File: config.mk
export PLATFORM = sky130hd
export DESIGN_NAME = sm2c_serial_conv
export DESIGN_NICKNAME = d
export VERILOG_FILES = /design/src/rtl/sm2c_serial_conv.sv
export SDC_FILE = /design/constraint.sdc
export NUM_CORES = 1
export LEC_CHECK = 0
export CAP_MARGIN = 20
export CELL_PAD_IN_SITES_DETAIL_PLACEMENT = 1
export CELL_PAD_IN_SITES_GLOBAL_PLACEMENT = 1
export CORE_MARGIN = 2
export CORE_UTILIZATION = 25
export DETAILED_ROUTE_END_ITERATION = 8
export MAX_ROUTING_LAYER = met4
export PLACE_DENSITY = 0.6
export SYNTH_ARGS = -nofsm -noshare
export SYNTH_HDL_FRONTEND = slang
export SYNTH_SLANG_ARGS = --single-unit
File: constraint.sdc
create_clock -name clk1 -period 4.35 [get_ports clk1]
set_input_delay 0.435 -clock clk1 [delete_from_list [all_inputs] [get_ports clk1]]
set_output_delay 0.435 -clock clk1 [all_outputs]
set_load 0.1 [all_outputs]
File: src/rtl/sm2c_serial_conv.sv
// Bit-serial, multi-lane converter between sign-magnitude and two's-complement.
// Every lane shares one FSM; magnitudes are processed LSB first, one bit per clock.
module sm2c_serial_conv #(
  parameter int BITNUMBER = 8,
  parameter int CHANNELS  = 2
) (
  input  logic                          clk1,
  input  logic                          rst_n,
  input  logic                          in_valid,
  output logic                          in_ready,
  input  logic                          mode,
  input  logic [CHANNELS*BITNUMBER-1:0] din,
  output logic                          out_valid,
  input  logic                          out_ready,
  output logic [CHANNELS*BITNUMBER-1:0] dout,
  output logic [CHANNELS-1:0]           nzero,
  output logic [CHANNELS-1:0]           ovf
);

  localparam int MW = BITNUMBER - 1;
  localparam int CW = $clog2(BITNUMBER);

  localparam logic [1:0] IDLE = 2'd0;
  localparam logic [1:0] RUN  = 2'd1;
  localparam logic [1:0] FIX  = 2'd2;
  localparam logic [1:0] DONE = 2'd3;

  logic [1:0]                    state_q, state_d;
  logic [CW-1:0]                 cnt_q, cnt_d;
  logic                          mode_q, mode_d;
  logic [CHANNELS-1:0]           sign_q, sign_d;
  logic [CHANNELS-1:0]           seen_q, seen_d;
  logic [CHANNELS*MW-1:0]        mag_q, mag_d;
  logic [CHANNELS*BITNUMBER-1:0] dout_q, dout_d;
  logic [CHANNELS-1:0]           nzero_q, nzero_d;
  logic [CHANNELS-1:0]           ovf_q, ovf_d;
  logic                          accept;
  logic                          last_bit;

  // One serial negation step: the processed bit leaves at the bottom of the
  // magnitude and its result enters at the top, so after MW steps the converted
  // magnitude sits in place. Returns {seen_next, mag_next}.
  function automatic logic [MW:0] step_lane(input logic sg, input logic seen,
                                            input logic [MW-1:0] mag);
    logic          b;
    logic          r;
    logic [MW:0]   tmp;
    b   = mag[0];
    r   = (sg && seen) ? ~b : b;
    tmp = {r, mag};
    return {seen | b, tmp[MW:1]};
  endfunction

  // Final sign fix-up with negative-zero clearing and most-negative saturation.
  // Returns {ovf, nzero, word}.
  function automatic logic [BITNUMBER+1:0] fix_lane(input logic md, input logic sg,
                                                    input logic seen,
                                                    input logic [MW-1:0] mag);
    logic [BITNUMBER+1:0] r;
    r = {2'b00, sg, mag};
    if (sg && !seen) begin
      if (!md) r = {2'b01, {BITNUMBER{1'b0}}};
      else     r = {2'b10, 1'b1, {MW{1'b1}}};
    end
    return r;
  endfunction

  assign in_ready  = (state_q == IDLE) || ((state_q == DONE) && out_ready);
  assign accept    = in_valid && in_ready;
  assign last_bit  = (cnt_q == CW'(BITNUMBER - 2));
  assign out_valid = (state_q == DONE);
  assign dout      = dout_q;
  assign nzero     = nzero_q;
  assign ovf       = ovf_q;

  always_comb begin
    state_d = state_q;
    cnt_d   = cnt_q;
    mode_d  = mode_q;
    sign_d  = sign_q;
    seen_d  = seen_q;
    mag_d   = mag_q;
    dout_d  = dout_q;
    nzero_d = nzero_q;
    ovf_d   = ovf_q;

    case (state_q)
      IDLE: ;
      RUN: begin
        for (int c = 0; c < CHANNELS; c++) begin
          {seen_d[c], mag_d[c*MW +: MW]} = step_lane(sign_q[c], seen_q[c], mag_q[c*MW +: MW]);
        end
        cnt_d = cnt_q + 1'b1;
        if (last_bit) state_d = FIX;
      end
      FIX: begin
        for (int c = 0; c < CHANNELS; c++) begin
          {ovf_d[c], nzero_d[c], dout_d[c*BITNUMBER +: BITNUMBER]} =
            fix_lane(mode_q, sign_q[c], seen_q[c], mag_q[c*MW +: MW]);
        end
        state_d = DONE;
      end
      DONE: begin
        if (out_ready) state_d = IDLE;
      end
      default: state_d = IDLE;
    endcase

    // A new word may be taken in IDLE or in the same edge that retires DONE.
    if (accept) begin
      state_d = RUN;
      cnt_d   = '0;
      mode_d  = mode;
      seen_d  = '0;
      for (int c = 0; c < CHANNELS; c++) begin
        sign_d[c]          = din[c*BITNUMBER + MW];
        mag_d[c*MW +: MW]  = din[c*BITNUMBER +: MW];
      end
    end
  end

  always_ff @(posedge clk1 or negedge rst_n) begin
    if (!rst_n) begin
      state_q <= IDLE;
      cnt_q   <= '0;
      dout_q  <= '0;
      nzero_q <= '0;
      ovf_q   <= '0;
    end else begin
      state_q <= state_d;
      cnt_q   <= cnt_d;
      dout_q  <= dout_d;
      nzero_q <= nzero_d;
      ovf_q   <= ovf_d;
    end
  end

  // Working datapath needs no reset: it is always reloaded on accept.
  always_ff @(posedge clk1) begin
    mode_q <= mode_d;
    sign_q <= sign_d;
    seen_q <= seen_d;
    mag_q  <= mag_d;
  end

endmodule

==> summary.txt <==
Status
  – Outcome: finished, final reports clean

Detailed routing
  – Antenna Violating Nets Remaining: 0
  – Iteration-0 DRC count of the detailed router: 40
  – First-pass iteration count of the detailed router: 4
  – Via total after detailed routing: 1336
  – Drt via density: approximately 4.3
  – Wire length after detailed routing: approximately 4400 µm
  – Wire per inst: approximately 14 µm
  – DRC violation count after routing: 0

Die
  – Chip Height: 93.29 µm
  – Initial core utilization: roughly a quarter
  – I/O pin cnt: 43
  – Die area: roughly 8700 µm²
  – Core region area: 7727 µm²
  – DIE WIDTH: ~93 µm
  – Site Rows: 32

Logic synthesis
  – FF+latch count, synth: 44
  – Number of distinct standard cells referenced by the synthesized netlist: 29
  – Synth Net Count: around 200
  – Synthesized area divided by synthesized cell count: ~12 µm²
  – Synth Instances: 166
  – Sequential share of the synthesized area: roughly 59%
  – Syn. warnings: 0
  – Total standard cell area after synthesis: approximately 2000 µm²

Cells and area
  – Diodes inserted: 0
  – Total of fill cells in the finished design: slightly below 900
  – Proportion of layout cells with a drive suffix above 1: about 14%
  – Count of placed standard cells in the final layout, fillers left out: between 300 and 400
  – Syn-to-layout area delta: 31.32%
  – Design Area, Final: 2618 µm²
  – Final nets: 235

STA
  – Final setup vio count: 0
  – Total negative setup slack: 0 ns
  – Post-Route Skew: 0.009932 ns
  – Number of slew-limit violations in the final report: 0
  – Max frequency: 364.8 MHz
  – Slew HR: roughly 35%
  – Setup repair after global routing missed its margin: false
  – Worst Tran Pin Value: 0.9780 ns
  – Hold slack final: about 0.50 ns
  – Period utilization: between 60% and 70%
  – Minimum clock period after layout: roughly 2.7 ns
  – Final hold violation count: 0

Clock tree
  – CTS tree: yes
  – Number of buffers inserted by hold repair at cts: 0
  – Post-CTS repair timing setup buffer count: 0
  – Clock tree buffer depth: 2
  – Clock Tree Root: clkbuf_8
  – Clk Latency, worst-skew pair: ~0.30 ns
  – Number of CTS-inserted buffers: 5
  – Reg clk slew, reported paths: 0.09 ns
  – Number of resized instances in the post-cts repair step: 0
  – Clock tree sinks: 44
  – Count of H-tree levels built during CTS: 2

GRT
  – Total Routing Usage GR: between 10% and 20%
  – Largest net degree at the start of global routing: 38
  – Total congestion overflow after global routing: 0
  – Vias in the first global route: between 1000 and 1500
  – First-pass GRT wire length: roughly 7200 µm
  – Antenna violations before repair: 0

Worst setup path
  – Crit path arrival time: approximately 2.3 ns
  – Cells on worst reg2reg path: 4
  – Worst setup SP type: flip-flop
  – Data required time of the worst path: roughly 4 ns
  – Cell Chain, Critical Path: ha_1, a21o_4, clkdlybuf4s50_1
  – Worst Path Max Fanout: 6
  – Slowest cell on the critical path: clkdlybuf4s50_1
  – Reg-to-Reg Start: state_q[1]$_DFFE_PN0P_
  – Worst setup path class: reg -> out
  – End of the worst register-to-register path: mag_q[6]$_DFFE_PP_
  – Capturing element of the worst setup path: in_ready
  – Crit. End Element: primary output
  – Worst reg2reg setup slack: roughly 2.4 ns
  – Maximum single-stage delay on the critical path: 1.13 ns
  – Source of the critical timing path: state_q[1]$_DFFE_PN0P_

Placed design
  – Instance count after placement with tap cells included: 301
  – Number of buffer cells added on primary ports: between 40 and 50
  – RePlAce Congestion: between 0.6 and 0.7
  – Detailed Place HPWL: about 3100 µm
  – Area after detailed placement: ~2500 µm²

Worst hold path
  – Worst min-delay path class: in -> async

Flow run
  – Number of violations of the max-capacitance limit: 0
area by class of cell:
class / count / area, µm² / area share (%)
tap: 102 / 127.6 / 4.876
multi-input combinational: 102 / 728.2 / 27.82
sequential: 44 / 1176 / 44.93
clock buffer: 6 / 82.58 / 3.155
inverter: 9 / 33.78 / 1.291
timing repair buffer: 44 / 435.4 / 16.63
clock inverter: 2 / 33.78 / 1.291
layer usage:
layer	up-vias	global-route usage, %	routed length, µm
met3	4	2.498	167
met1	651	15.01	2177
li1	650	-	-
met4	0	3.309	48
met2	31	17.15	2029
met5	-	-	0
cell usage in the layout, fill, tap and decap left out:
cell             count
a21o_1               1
a21o_4               1
a21bo_2              1
mux2i_1              1
clkinv_1             1
ha_1                 8
nand2_4              1
o21ai_0              2
bufinv_16            1
xor2_1               1
dfrtp_1             25
nand3_1              2
xnor2_1              3
a311oi_1             1
o211ai_1             2
a21oi_1             31
buf_4                2
nand2b_1             4
and3b_1              2
clkbuf_8             6
inv_2                1
clkdlybuf4s50_1     42
mux2_2              14
nor2_1              19
nand2_1              3
inv_1                8
o22ai_1              2
edfxtp_1            17
dfxtp_1              2
mux2_4               3
critical path, delay by kind of cell, from the launching register on:
family	cells	cell delay, ns
adder cells (fa/ha/maj)	1	0.27
buffers and inverters	1	1.13
AO/OA/AOI/OAI	1	0.16
flip-flops	1	0.46
synthesized netlist by cell type (all sizes together):
cell	number	area, µm²
a21oi	31	155.2
dfrtp	25	625.6
nor2	19	71.32
edfxtp	17	510.5
mux2	17	202.7
inv	9	33.78
ha	8	100.1
clkbuf	7	26.28
buf	4	28.78
nand2	4	22.52
nand2b	4	25.02
xnor2	3	26.28
a21o	2	22.52
and3b	2	17.52
dfxtp	2	40.04
nand3	2	10.01
o211ai	2	15.01
o21ai	2	10.01
o22ai	2	12.51
a21bo	1	10.01
a311oi	1	8.760
mux2i	1	10.01
xor2	1	8.760
kinds of logic after synthesis:
group | Yosys count | synth area share (%)
AOI/OAI and AO/OA | 41 | 11.74
muxes | 18 | 10.67
buffers and inverters | 20 | 4.457
and+or+nand+nor | 31 | 7.345
adders and majority gates | 8 | 5.022
xor gates and xnor gates | 4 | 1.758
DFF | 44 | 59.01
how the worst min path moves through the flow:
stage	startpoint	end	cells after the start
after CTS	rst_n	dout[10]$_DFFE_PN0N_	2
after global routing	rst_n	dout[10]$_DFFE_PN0N_	2
final	rst_n	dout[10]$_DFFE_PN0N_	2
after floorplan	rst_n	cnt_q[0]$_DFFE_PN0P_	0
after global placement	ovf[1]$_DFFE_PN0N_	ovf[1]$_DFFE_PN0N_	1
after detailed placement	ovf[0]$_DFFE_PN0N_	ovf[0]$_DFFE_PN0N_	1
through the flow:
| stage | setup WS [ns] | util, % |
|---|---|---|
| after floorplan | 1.650 | - |
| after global placement | 1.736 | 32.37 |
| after detailed placement | 1.709 | 32.37 |
| after CTS | 1.575 | 33.87 |
| after global routing | 1.499 | 33.87 |
| final | 1.608 | 33.87 |
sequential cells by signal (all words and copies together), names as in the netlist:
name,count
cnt_q,3
seen_q,2
state_q,2
mag_q,14
nzero,2
sign_q,2
dout,16
ovf,2
mode_q,1
Power is left out: the tool's default activity adds up to more than one toggle a clock period on the data nets, which glitch-free logic cannot reach.
